File: src/rtl/cache_ctrl_seq.sv
// I/D-cache control registers with flush/invalidate sequencing before enable changes commit.
// Sequenced writes stall wvalid for 1 + op-state cycles, then accept in a one-cycle COMMIT.
module cache_ctrl_seq #(
    parameter logic [63:0] ICACHE_ADDR = 64'h0,
    parameter logic [63:0] DCACHE_ADDR = 64'h8,
    parameter int          TIMEOUT     = 1024
) (
    input  logic        clk,
    input  logic        rst,
    input  logic        ren,
    input  logic [63:0] raddr,
    output logic [63:0] rdata,
    output logic        rvalid,
    input  logic        wen,
    input  logic [63:0] waddr,
    input  logic [63:0] wdata,
    input  logic [7:0]  wmask,
    output logic        wvalid,
    output logic        icache_enable,
    output logic        dcache_enable,
    output logic        icache_inv_req,
    input  logic        icache_inv_done,
    output logic        dcache_flush_req,
    input  logic        dcache_flush_done,
    output logic        dcache_inv_req,
    input  logic        dcache_inv_done,
    output logic        busy
);

    localparam logic [2:0] IDLE    = 3'd0;
    localparam logic [2:0] D_FLUSH = 3'd1;
    localparam logic [2:0] D_INV   = 3'd2;
    localparam logic [2:0] I_INV   = 3'd3;
    localparam logic [2:0] COMMIT  = 3'd4;

    localparam int            CW       = $clog2(TIMEOUT);
    localparam logic [CW-1:0] TMO_LAST = CW'(TIMEOUT - 1);

    logic [2:0]    state, state_nxt, first_st;
    logic          ic_en, ic_err, dc_en, dc_err;
    logic          tgt_d, cap_en, cap_clr;
    logic [CW-1:0] tmo_cnt;
    logic          hit_d, hit_i, eff, start, noop_wr;
    logic          op_st, cur_done, tmo, adv;
    logic          unused_ok;

    assign unused_ok = ^{ren, wdata[63:7], wdata[5:2], wmask[7:1]};

    assign rvalid        = 1'b1;
    assign busy          = (state != IDLE);
    assign icache_enable = ic_en;
    assign dcache_enable = dc_en;

    always_comb begin
        hit_d    = (waddr == DCACHE_ADDR);
        hit_i    = (waddr == ICACHE_ADDR);
        eff      = wen & wmask[0] & (hit_d | hit_i);
        first_st = IDLE;
        // A maintenance trigger on the D-cache always does the full flush+invalidate.
        if (hit_d) begin
            if (wdata[1] || (!wdata[0] && dc_en))
                first_st = D_FLUSH;
            else if (wdata[0] && !dc_en)
                first_st = D_INV;
        end else if (wdata[1] || (wdata[0] != ic_en)) begin
            first_st = I_INV;
        end
        start   = (state == IDLE) && eff && (first_st != IDLE);
        noop_wr = (state == IDLE) && eff && (first_st == IDLE);
        wvalid  = ((state == IDLE) && !start) || (state == COMMIT);
    end

    always_comb begin
        op_st    = (state == D_FLUSH) || (state == D_INV) || (state == I_INV);
        cur_done = ((state == D_FLUSH) && dcache_flush_done) ||
                   ((state == D_INV)   && dcache_inv_done)   ||
                   ((state == I_INV)   && icache_inv_done);
        tmo      = op_st && (tmo_cnt == TMO_LAST);
        adv      = op_st && (cur_done || tmo);
        state_nxt = state;
        case (state)
            IDLE:    if (start) state_nxt = first_st;
            D_FLUSH: if (adv) state_nxt = D_INV;
            D_INV:   if (adv) state_nxt = COMMIT;
            I_INV:   if (adv) state_nxt = COMMIT;
            COMMIT:  state_nxt = IDLE;
            default: state_nxt = IDLE;
        endcase
    end

    always_comb begin
        rdata = 64'd0;
        if (raddr == DCACHE_ADDR)
            rdata = {56'd0, busy, dc_err, 5'd0, dc_en};
        else if (raddr == ICACHE_ADDR)
            rdata = {56'd0, busy, ic_err, 5'd0, ic_en};
    end

    always_ff @(posedge clk) begin
        if (rst) begin
            state            <= IDLE;
            ic_en            <= 1'b0;
            ic_err           <= 1'b0;
            dc_en            <= 1'b0;
            dc_err           <= 1'b0;
            tgt_d            <= 1'b0;
            cap_en           <= 1'b0;
            cap_clr          <= 1'b0;
            tmo_cnt          <= '0;
            icache_inv_req   <= 1'b0;
            dcache_flush_req <= 1'b0;
            dcache_inv_req   <= 1'b0;
        end else begin
            state            <= state_nxt;
            icache_inv_req   <= (state_nxt == I_INV);
            dcache_flush_req <= (state_nxt == D_FLUSH);
            dcache_inv_req   <= (state_nxt == D_INV);

            if (start) begin
                tgt_d   <= hit_d;
                cap_en  <= wdata[0];
                cap_clr <= wdata[6];
                tmo_cnt <= '0;
            end else if (noop_wr) begin
                if (hit_d) begin
                    dc_en <= wdata[0];
                    if (wdata[6]) dc_err <= 1'b0;
                end else begin
                    ic_en <= wdata[0];
                    if (wdata[6]) ic_err <= 1'b0;
                end
            end else if (op_st) begin
                tmo_cnt <= adv ? '0 : tmo_cnt + 1'b1;
                // Give up on a missing done: flag it and carry on so software is never wedged.
                if (tmo && !cur_done) begin
                    if (tgt_d) dc_err <= 1'b1;
                    else       ic_err <= 1'b1;
                end
            end else if (state == COMMIT) begin
                if (tgt_d) begin
                    dc_en <= cap_en;
                    if (cap_clr) dc_err <= 1'b0;
                end else begin
                    ic_en <= cap_en;
                    if (cap_clr) ic_err <= 1'b0;
                end
            end
        end
    end

endmodule

File: config.mk
export PLATFORM = sky130hd
export DESIGN_NAME = cache_ctrl_seq
export DESIGN_NICKNAME = d
export VERILOG_FILES = /design/src/rtl/cache_ctrl_seq.sv
export SDC_FILE = /design/constraint.sdc
export NUM_CORES = 1
export LEC_CHECK = 0
export CAP_MARGIN = 30
export CORE_AREA = 3 3 108 110
export DETAILED_ROUTE_END_ITERATION = 10
export DIE_AREA = 0 0 111 113
export HOLD_SLACK_MARGIN = 0.15
export PLACE_DENSITY = 0.74
export RECOVER_POWER = 100
export SLEW_MARGIN = 20
export SYNTH_ARGS = -nofsm -noshare
export SYNTH_HDL_FRONTEND = slang
export SYNTH_SLANG_ARGS = --single-unit
File: constraint.sdc
create_clock -name clk -period 2.3 [get_ports clk]
set_clock_uncertainty 0.05 [all_clocks]
set_input_delay 0.345 -clock clk [delete_from_list [all_inputs] [get_ports clk]]
set_output_delay 0.345 -clock clk [all_outputs]
set_load 0.05 [all_outputs]
==> flow_metrics.env, run 1 <==
export IMPL_htreeDepth=1
export IMPL_path_buf_inv=1
export IMPL_fmax_ghz=0.431
export IMPL_status="complete, but fails checks"
export IMPL_antenna_found_initial=0
export IMPL_synth_seq_cells=23
export IMPL_required_ns=2.40
export IMPL_switchingPower_uw=434
export IMPL_drive_above_1_share=0.230
export IMPL_relSlewSlack=0.640
export IMPL_syn_inst=257
export IMPL_die_y_um=113
export IMPL_p_comb_frac=0.424
export IMPL_worst_slack_ns=-0.0194
export IMPL_yosys_warnings=0
export IMPL_seq_area_frac_synth=0.234
export IMPL_path_cells="dlygate4sd2_1 -> nor4_2 -> nand4_1 -> or4_4 -> or3_4 -> o22a_1 -> o221a_1"
export IMPL_synthArstFlopShare=0
export IMPL_clk_pin_slew_ns=0.07
export IMPL_critPathCapture="icache_enable"
export IMPL_routed_via_count=2408
export IMPL_cap_violations=0
export IMPL_grt_pass1_vias=2466
export IMPL_rsz0062_at_grt="true"
export IMPL_timing_rr_start="state[0]"
export IMPL_synth_top_area_frac=0.236
export IMPL_gp_congestion=0.882
export IMPL_synth_ff_type="dfxtp_1"
export IMPL_drc=0
export IMPL_powerDensity_mw_per_mm2=301
export IMPL_leakagePower_nw=1.60
export IMPL_port_buffers=147
export IMPL_grt_max_degree=13
export IMPL_worstPathArrival_ns=2.42
export IMPL_finish_net_count=631
export IMPL_die_x_um=111
export IMPL_ant_nets=0
export IMPL_clk_latency_ns=0.26
export IMPL_p_int_uw=681
export IMPL_crit_family="simple AND/OR/NAND/NOR gates"
export IMPL_crit_fanout=3
export IMPL_r2r_cells=6
export IMPL_final_common_cell="dlygate4sd2_1"
export IMPL_cts_buffers=3
export IMPL_cts_tree="built"
export IMPL_period_share=1.01
export IMPL_core_area_mm2=0.0108
export IMPL_dp_hpwl_mm=6.67
export IMPL_setup_worst_path_start="waddr[36]"
export IMPL_cp_slowest_stage_delay_ns=0.55
export IMPL_finalMaxSlewViolations=0
export IMPL_setup_tns_ns=-0.0435
export IMPL_num_rows=38
export IMPL_die_area_mm2=0.0125
export IMPL_hold_class="flip-flop to flip-flop"
export IMPL_p_clk_frac=0.220
export IMPL_yosysUniqueCellTypes=39
export IMPL_root_buffer="clkbuf_8"
export IMPL_track_usage=0.116
export IMPL_vias_per_cell=4.28
export IMPL_failed_checks="negative setup slack"
export IMPL_yosysTopAreaCell="buf_4"
export IMPL_fin_crit_ns=2.32
export IMPL_cts_hold_buf=0
export IMPL_tightestPinTransition_ns=0.538
export IMPL_grt_overflow_total=0
export IMPL_place_ws_ns=-0.690
export IMPL_synthTopCellsByArea="buf_4, dfxtp_1, nor4_1"
export IMPL_path_depth=7
export IMPL_swShare=0.389
export IMPL_avgSynthCellArea_um2=7.67
export IMPL_pwr_share_seq=0.357
export IMPL_final_cell_mix="dlygate4sd2_1, conb_1, clkdlybuf4s15_1, buf_4, nor4_2"
export IMPL_wire_per_inst_um=14.2
export IMPL_diodes=0
export IMPL_start_util=0.183
export IMPL_ir_drop_v=0.000181
export IMPL_drt_pass1_iterations=6
export IMPL_area_growth_pct=88.0
export IMPL_setup_violations_final=3
export IMPL_total_power_mw=1.12
export IMPL_hold_start="dc_err"
export IMPL_critPathCaptureType="flip-flop"
export IMPL_syn_cell_area_mm2=0.00197
export IMPL_drt_iter0_drc=96
export IMPL_boundaryPins=279
export IMPL_start_kind="primary input"
export IMPL_rr_endpoint="dcache_inv_req"
export IMPL_reg2reg_setup_slack_ns=0.28
export IMPL_routed_wl_mm=7.99
export IMPL_cts_buffer_depth=2
export IMPL_synth_edf_count=0
export IMPL_grt_pass1_wl_mm=11.7
export IMPL_nFillCells=1140
export IMPL_critical_path_class="primary input to flip-flop"
export IMPL_hold_viol=0
export IMPL_cp_slowest_cell="or4_4"
export IMPL_cts_sinks=23
## layout make-up
cell class / count / area [um^2] / share of cell area
clock buffers: 4 / 45.0 / 0.0122
flip-flops and latches: 23 / 462 / 0.125
multi-input cells: 219 / 1470 / 0.398
inverters: 6 / 22.5 / 0.00608
well taps: 140 / 175 / 0.0473
repair buffers: 170 / 1530 / 0.412
## tightest hold or removal path, cell delays in order (launching register included)
cell and delay [ns]:
dfxtp_1 0.31, nand2_1 0.05, mux2i_1 0.06
## synthesized netlist by cell type, drive strengths merged (2+ instances only)
| cell | instances |
|---|---|
| o21ai | 4 |
| o221a | 2 |
| nor2b | 3 |
| dfxtp | 23 |
| and3 | 4 |
| nor3b | 2 |
| nor2 | 18 |
| nand3 | 7 |
| buf | 63 |
| xor2 | 7 |
| a211oi | 4 |
| nor3 | 11 |
| conb | 2 |
| nand2 | 15 |
| xnor2 | 3 |
| and2 | 2 |
| inv | 6 |
| clkbuf | 6 |
| nor4 | 34 |
| nand4 | 12 |
| o2bb2ai | 2 |
| a21oi | 8 |
| mux2i | 6 |
| a31oi | 2 |
## layer usage
layer | wire length [um] | vias to the layer above | GRT usage
met4 | 191 | 0 | 0.0345
li1 | - | 1144 | -
met3 | 826 | 12 | 0.0353
met1 | 2600 | 1075 | 0.104
met2 | 4370 | 177 | 0.243
met5 | 0 | - | 0
## registers in the layout, summed over array words and instances, names as in the netlist
name / flops
dcache_inv_req: 1
cap_clr: 1
state: 3
dcache_flush_req: 1
tmo_cnt: 10
tgt_d: 1
icache_inv_req: 1
dcache_enable: 1
dc_err: 1
cap_en: 1
icache_enable: 1
ic_err: 1
## through the flow
stage	util	area (um^2)	hold WS [ns]	instances
final	0.343	3700	0.419	562
after global routing	0.343	3700	0.442	562
after CTS	0.333	3600	0.422	563
after detailed placement	0.329	3550	0.404	557
after global placement	0.329	3550	0.392	557
after floorplan	-	2210	0.382	317
## what timing repair did
item / in CTS / in global routing
buffers inserted: 2 / 0
resized for setup: 204 / 53
pin swaps: 46 / 29
endpoints found under the setup margin: 25 / 10
## worst min-delay path by stage
stage | slack [ns] | to | depth (start not counted)
2_1_floorplan | 0.38 | tgt_d | 2
6_report | 0.42 | dc_err | 2
3_3_place_gp | 0.39 | tgt_d | 2
4_1_cts | 0.42 | cap_en | 2
3_5_place_dp | 0.40 | ic_err | 2
5_1_grt | 0.44 | tgt_d | 2
## cell families after synthesis
logic type,count (synthesis),synth area share
AO/OA/AOI/OAI,27,0.0997
adder cells (fa/ha/maj),1,0.00635
AND/OR/NAND/NOR,113,0.321
other,2,0.00381
flip-flops,23,0.234
buffers and inverters,75,0.261
XOR/XNOR,10,0.0444
multiplexers,6,0.0305
## power groups by stage
stage / sequential (mW) / clock (mW) / combinational [mW]
floorplan: 0.407 / 0 / 0.332
global route: 0.398 / 0.267 / 0.495
CTS: 0.398 / 0.254 / 0.458
finish: 0.398 / 0.245 / 0.472
global placement: 0.407 / 0 / 0.505
detailed placement: 0.407 / 0 / 0.509
(Power assumes the default switching activity.)
==> run 2, diff against run 1 <==
--- a/config.mk
+++ b/config.mk
@@ -12,7 +12,7 @@
 export HOLD_SLACK_MARGIN = 0.15
 export PLACE_DENSITY = 0.74
 export RECOVER_POWER = 100
-export SLEW_MARGIN = 20
+export SETUP_SLACK_MARGIN = 0.1
 export SYNTH_ARGS = -nofsm -noshare
 export SYNTH_HDL_FRONTEND = slang
 export SYNTH_SLANG_ARGS = --single-unit
==> flow_metrics.env, run 2 (synthesis gave the netlist of run 1 again) <==
export IMPL_routed_via_count=2359
export IMPL_path_cells="buf_6 -> nor4_4 -> nand4_1 -> buf_4 -> or4_4 -> or3_4 -> o22a_1 -> o221a_1"
export IMPL_area_growth_pct=86.6
export IMPL_boundaryPins=279
export IMPL_hold_viol=0
export IMPL_top_regs="tmo_cnt x10, state x3"
export IMPL_grt_overflow_total=0
export IMPL_tightestPinTransition_ns=0.529
export IMPL_path_buf_inv=2
export IMPL_grt_pass1_wl_mm=11.2
export IMPL_diodes=0
export IMPL_rsz0062_at_grt="true"
export IMPL_dp_cells=553
export IMPL_drive_above_1_share=0.277
export IMPL_drc=0
export IMPL_wire_per_inst_um=13.6
export IMPL_grt_pass1_vias=2275
export IMPL_cp_slowest_stage_delay_ns=0.50
export IMPL_relSlewSlack=0.646
export IMPL_leakagePower_nw=1.63
export IMPL_die_area_mm2=0.0125
export IMPL_crit_family="simple AND/OR/NAND/NOR gates"
export IMPL_die_y_um=113
export IMPL_cap_violations=0
export IMPL_placed_area_mm2=0.00358
export IMPL_finalMaxSlewViolations=0
export IMPL_status="finished clean"
export IMPL_crit_fanout=3
export IMPL_clk_latency_ns=0.27
export IMPL_critPathCaptureType="flip-flop"
export IMPL_cts_sinks=23
export IMPL_core_area_mm2=0.0108
export IMPL_drt_pass1_iterations=4
export IMPL_fin_cells=559
export IMPL_hold_start="cap_clr"
export IMPL_design_area_mm2=0.00368
export IMPL_root_buffer="clkbuf_8"
export IMPL_track_usage=0.109
export IMPL_required_ns=2.41
export IMPL_fmax_ghz=0.438
export IMPL_drt_iter0_drc=50
export IMPL_die_x_um=111
export IMPL_critical_path_class="primary input to flip-flop"
export IMPL_total_power_mw=1.13
export IMPL_powerDensity_mw_per_mm2=308
export IMPL_finish_net_count=628
export IMPL_largest_reg_flops=10
export IMPL_clk_pin_slew_ns=0.08
export IMPL_port_buffers=147
export IMPL_hold_ws_ns=0.417
export IMPL_cts_buffers=3
export IMPL_setup_violations_final=0
export IMPL_largest_register="tmo_cnt"
export IMPL_ant_nets=0
export IMPL_fin_crit_ns=2.28
export IMPL_start_kind="primary input"
export IMPL_cts_tree="built"
export IMPL_num_rows=38
export IMPL_hold_class="flip-flop to flip-flop"
export IMPL_antenna_found_initial=0
export IMPL_start_util=0.183
export IMPL_period_share=0.993
export IMPL_setup_worst_path_start="waddr[39]"
export IMPL_ir_drop_v=0.000168
export IMPL_cp_slowest_cell="or4_4"
export IMPL_final_cell_mix="conb_1, dlygate4sd2_1, buf_2, clkdlybuf4s15_1, dfxtp_1"
export IMPL_vias_per_cell=4.22
export IMPL_cts_buffer_depth=2
export IMPL_worstPathArrival_ns=2.40
export IMPL_timing_rr_start="state[0]"
export IMPL_final_common_cell="conb_1"
export IMPL_grt_max_degree=14
export IMPL_dp_hpwl_mm=6.47
export IMPL_gp_congestion=0.807
export IMPL_routed_wl_mm=7.60
export IMPL_htreeDepth=1
==> run 2: path summary, 6_finish.rpt <==
path / end / slack, ns / cells after the start
setup / recovery: icache_enable / 0.02 / 8
hold reg to reg: cap_clr / 0.42 / 2
hold / removal: cap_clr / 0.42 / 2
setup reg to reg: icache_inv_req / 0.19 / 6
==> run 2: metrics by stage <==
stage	worst slack, ns	setup TNS, ns	utilization
floorplan	0.0657	0	-
global placement	-0.607	-10.57	0.331
detailed placement	-0.625	-10.92	0.331
CTS	0.0429	0	0.336
global route	-0.0561	-0.228	0.341
finish	0.0172	0	0.341
==> run 2: worst register-to-register path, stage by stage, from the launching register on <==
cell	delay (ns)
dfxtp_1	0.59
o21ba_1	0.29
nand4_1	0.15
o2bb2ai_1	0.44
a32o_1	0.20
o21ai_1	0.11
nor3_1	0.20
==> run 2: where the power goes <==
part / internal (mW) / switching (mW)
sequential: 0.398 / 0.000000000000000117
combinational: 0.163 / 0.314
clock: 0.121 / 0.136
==> run 2: cell type report <==
type | instances | area (um^2)
inverters | 6 | 22.5
clock inverters | 1 | 5.00
clock buffers | 3 | 41.3
repair buffers | 167 | 1470
fillers | 1148 | 7120
flip-flops and latches | 23 | 463
well taps | 140 | 175
multi-input cells | 219 | 1500
==> run 2: metal layers <==
metal	track usage	wire length, um
met5	0	0
met1	0.113	2580
met2	0.215	4130
met4	0.0246	100
met3	0.0321	783
==> run 2: what timing repair did <==
item                       in CTS  in global routing
pin swaps                      47                 31
resized for setup             281                 38
hold buffers                    0                  0
setup buffers                   2                  0
setup endpoints to repair      26                 19
==> variant 1 (flow settings as in run 1) <==
Reset style: asynchronous (`rst`), changed in one clocked block.
--- a/src/rtl/cache_ctrl_seq.sv
+++ b/src/rtl/cache_ctrl_seq.sv
@@ -96,7 +96,7 @@
             rdata = {56'd0, busy, ic_err, 5'd0, ic_en};
     end
 
-    always_ff @(posedge clk) begin
+    always_ff @(posedge clk or posedge rst) begin
         if (rst) begin
             state            <= IDLE;
             ic_en            <= 1'b0;
Check against the original RTL: differs if rst is asserted again (counterexample within 4 cycles, from zero or initial values and one cycle with rst high); with rst held inactive, the same outputs for 10 cycles.
==> variant 1 against run 1 <==
  * Utilization up 3.8 points
  * Synthesized cell count up 11%
  * Design area up 11%
  * Area after synthesis up 19%
  * Wire length up 9.8%
  * Sequential cell count unchanged
  * First-iteration DRC count up 65%
  * Register-to-register slack worse by 0.10 ns
  * Worst setup slack better by 0.028 ns
  * Highest routed layer unchanged
Power is not compared: it rests on default switching activity, and its combinational part moved more than twofold at a synthesized area within 25%.
==> variant 1: results <==
export IMPL_cts_resized=189
export IMPL_p_sw_mw=0.9274
export IMPL_place_congestion=0.9174
export IMPL_ir_worst_vdd_v=0.0002763
export IMPL_timing_critical_path_slowest_stage_cell="sky130_fd_sc_hd__a211oi_4"
export IMPL_hp_class="reg2reg"
export IMPL_drt_pass1_iter_count=4
export IMPL_multi_input_area_share=0.3980
export IMPL_clkTransAtPathRegs_ns=0.07
export IMPL_cp_slowest_stage_delay_ns=0.31
export IMPL_drive_gt1_frac=0.2340
export IMPL_tritoncts_sinks=23
export IMPL_data_arrival_time_of_the_worst_path_ns=1.90
export IMPL_status="finished clean"
export IMPL_nets=662
export IMPL_seq_area_frac_synth=0.2455
export IMPL_nonClkBufAreaFrac=0.3965
export IMPL_static_leakage_power_nw=1.878
export IMPL_synth_top_area_cells="sky130_fd_sc_hd__dfrtp_1 25%, sky130_fd_sc_hd__buf_4 20%, sky130_fd_sc_hd__nor4_1 7.5%, sky130_fd_sc_hd__nand2_1 3.7%, sky130_fd_sc_hd__o21ai_0 2.6%"
export IMPL_multiInputCombCellCount=237
export IMPL_insertion_delay_to_the_later_sink_of_the_worst_skew_pair_ns=0.26
export IMPL_final_clk_cell_share=0.01095
export IMPL_routed_wl_um=8771
export IMPL_grt_antenna_before_repair=0
export IMPL_final_signal_buffer_count=176
export IMPL_largestRegisters="tmo_cnt x10, state x3"
export IMPL_grt_start_max_net_pins=24
export IMPL_pre_cts_slack_ns=-0.4719
export IMPL_num_vias=2575
export IMPL_post_cts_setup_buffers=0
export IMPL_synth_top_cells_by_count="63 x sky130_fd_sc_hd__buf_4, 28 x sky130_fd_sc_hd__nor4_1, 23 x sky130_fd_sc_hd__dfrtp_1, 23 x sky130_fd_sc_hd__nand2_1"
export IMPL_crit_path_max_fanout=4
export IMPL_cell_at_the_root_of_the_clock_tree="sky130_fd_sc_hd__clkbuf_8"
export IMPL_non_clock_inverter_count=13
export IMPL_detailedPlacementHpwl_um=7318
export IMPL_yosys_cell_types_count=51
export IMPL_routedWlPerCell_um=14.79
export IMPL_seq_area_sq_um=576.8
export IMPL_core_region_area_sq_um=10790
export IMPL_num_antenna_cells=0
export IMPL_filler_cell_count=1097
export IMPL_synth_async_sr_flop_share=1.000
export IMPL_initialDrtViolationCount=158
export IMPL_timing_critical_path_max_delay_family="simple AND/OR/NAND/NOR gates"
export IMPL_multi_input_comb_area_sq_um=1638
export IMPL_syn_instance_count=284
export IMPL_clkbuf_count=4
export IMPL_worst_slew_margin_rel=0.1614
export IMPL_ys_flop_type="sky130_fd_sc_hd__dfrtp_1"
export IMPL_detailed_place_area_sq_um=3933
export IMPL_grt_first_pass_wirelength_um=13540
export IMPL_globalRouteTotalUtil=0.1311
variant 1: cell count changes after synthesis, sizes merged, moves of 5 or more:
cell   delta
dfxtp    -23
nand2     +8
dfrtp    +23
nor2      -5
o21ai     +9
inv       +7
buf       +6
xor2      -5
variant 1: worst paths after layout:
| check | startpoint | end | slack [ns] | cells after the start |
|---|---|---|---|---|
| max in group asynchronous | rst | dcache_enable$_DFFE_PP0P_ | 0.50 | 3 |
| min reg2reg | tmo_cnt[1]$_DFFE_PP0P_ | tmo_cnt[1]$_DFFE_PP0P_ | 0.51 | 2 |
| min | tmo_cnt[1]$_DFFE_PP0P_ | tmo_cnt[1]$_DFFE_PP0P_ | 0.51 | 2 |
| min in group asynchronous | rst | cap_en$_DFFE_PP0N_ | 0.88 | 3 |
| max reg2reg | tmo_cnt[1]$_DFFE_PP0P_ | tmo_cnt[4]$_DFFE_PP0P_ | 0.18 | 9 |
| max | waddr[42] | wvalid | 0.008 | 9 |
variant 1: cells by family after synthesis:
family                   Yosys count  synth area share
buffers and inverters             84            0.2508
flip-flops                        23            0.2455
multiplexers                       7           0.03095
AO/OA/AOI/OAI                     49            0.1713
other                              2          0.003203
XOR/XNOR                           2          0.007472
adder cells (fa/ha/maj)            1          0.005335
AND/OR/NAND/NOR                  116            0.2855
variant 1: layer usage:
| layer | vias to the layer above | share of wire | wire, um | GRT usage |
|---|---|---|---|---|
| met4 | 0 | 0.012 | 104 | 0.02381 |
| met5 | - | 0 | 0 | 0 |
| li1 | 1268 | - | - | - |
| met1 | 1191 | 0.42 | 3690 | 0.1688 |
| met3 | 8 | 0.053 | 466 | 0.02567 |
| met2 | 108 | 0.51 | 4509 | 0.2306 |
==> variant 2 (config.mk and constraints of run 1) <==
Made on the original files. `TIMEOUT`: 1024 -> 2048.
--- a/src/rtl/cache_ctrl_seq.sv
+++ b/src/rtl/cache_ctrl_seq.sv
@@ -3,7 +3,7 @@
 module cache_ctrl_seq #(
     parameter logic [63:0] ICACHE_ADDR = 64'h0,
     parameter logic [63:0] DCACHE_ADDR = 64'h8,
-    parameter int          TIMEOUT     = 1024
+    parameter int          TIMEOUT     = 2048
 ) (
     input  logic        clk,
     input  logic        rst,
Behaviour: no difference found for any inputs over 10 cycles, from zero or initial values and one cycle with rst high; that may be too few to reach the edited logic, so the function may still have changed.
==> variant 2 against run 1 <==
  * Sequential share of layout area grew 0.24 points
  * Area after synthesis grew 3.4%
  * Worst setup slack got worse by 0.060 ns
  * Hold slack better by 0.017 ns
  * Sequential cell count grew 1
  * Total power grew 12%
  * Critical path type is now in2out
  * The flow still finishes with violations (setup timing)
  * Wire length decreased by 0.18%
  * Design area up 2.4%
==> variant 2: results <==
export IMPL_status="complete, but fails checks"
export IMPL_violations_in_the_final_reports="setup timing"
export IMPL_hp_start="tgt_d$_SDFFE_PP0P_"
export IMPL_critical_path_reg2reg_endpoint="tmo_cnt[6]$_SDFFE_PP0N_"
export IMPL_finalHoldWorstSlack_ns=0.4365
export IMPL_timing_hold_worst_endpoint="tgt_d$_SDFFE_PP0P_"
export IMPL_layout_setup_ws_ns=-0.07970
export IMPL_viasPerCell=4.255
export IMPL_routedWlPerCell_um=14.12
export IMPL_setup_violations=1
export IMPL_static_leakage_power_nw=1.729
export IMPL_detailedPlacementHpwl_um=6495
export IMPL_globalRouteTotalUtil=0.1096
export IMPL_largestRegisters="tmo_cnt x11, state x3"
export IMPL_grt_start_max_net_pins=15
export IMPL_initialDrtViolationCount=92
export IMPL_pre_cts_slack_ns=-0.7135
export IMPL_postSynthAreaPerCell_sq_um=8.024
export IMPL_filler_cell_count=1114
export IMPL_ir_worst_vdd_v=0.0002436
export IMPL_finalSetupTns_ns=-0.07970
export IMPL_synth_top_area_cells="sky130_fd_sc_hd__dfxtp_1 24%, sky130_fd_sc_hd__buf_4 23%, sky130_fd_sc_hd__nor4_1 9.5%, sky130_fd_sc_hd__nand4_1 3.7%, sky130_fd_sc_hd__nor2_1 3.7%"
export IMPL_yosys_cell_types_count=49
export IMPL_data_arrival_time_of_the_worst_path_ns=1.98
export IMPL_cp_slowest_stage_delay_ns=0.60
export IMPL_synth_top_cells_by_count="62 x sky130_fd_sc_hd__buf_4, 31 x sky130_fd_sc_hd__nor4_1, 24 x sky130_fd_sc_hd__dfxtp_1"
export IMPL_worst_reg_to_reg_path_cell_count=7
export IMPL_r2r_slack_ns=0.05
export IMPL_drive_gt1_frac=0.3082
export IMPL_place_congestion=0.8422
export IMPL_nets=634
export IMPL_crit_path_start="waddr[16]"
export IMPL_worst_slew_margin_rel=0.6575
variant 2: layout make-up:
cell class,count,share of cell area
clock buffer,3,0.01088
clock inverter,1,0.007916
inverter,7,0.006926
multi-input combinational,217,0.4093
sequential,24,0.1270
tap,140,0.04617
timing repair buffer,173,0.3918
variant 2: logic make-up after synthesis:
family                   after synthesis  synth area share
AND/OR/NAND/NOR                      108            0.3039
XOR/XNOR                              10           0.04297
buffers and inverters                 73            0.2603
multiplexers                           9           0.04543
adder cells (fa/ha/maj)                1          0.006138
AO/OA/AOI/OAI                         27            0.1019
other                                  2          0.003685
flip-flops                            24            0.2357
variant 2: repair_timing:
action | CTS | global route
pin swaps | 38 | 34
gates resized for setup | 206 | 87
setup buffers | 4 | 7
setup endpoints to repair | 26 | 20
variant 2: layer usage:
metal | part of all wire | GRT usage | wire length, um
met5 | 0 | 0 | 0
met3 | 0.11 | 0.03048 | 842
met2 | 0.54 | 0.2310 | 4302
met1 | 0.34 | 0.1047 | 2714
met4 | 0.014 | 0.01970 | 115
variant 2: stage by stage:
| step | power (mW) | cell area [sq um] |
|---|---|---|
| 2_1_floorplan | 0.7641 | 2275 |
| 3_3_place_gp | 0.9305 | 3570 |
| 3_5_place_dp | 0.9342 | 3570 |
| 4_1_cts | 1.257 | 3660 |
| 5_1_grt | 1.294 | 3794 |
| 6_report | 1.249 | 3794 |
variant 2: power by group:
group / total [mW] / internal (mW) / switching (mW)
clock network: 0.364 / 0.233 / 0.132
logic: 0.470 / 0.157 / 0.313
registers: 0.415 / 0.415 / 0.0000000000000000426
total: 1.25 / 0.804 / 0.444
variant 2: critical path: cells and delay by family:
kind | cells | cell delay, ns
and+or+nand+nor | 5 | 1.23
buffers and inverters | 2 | 0.40
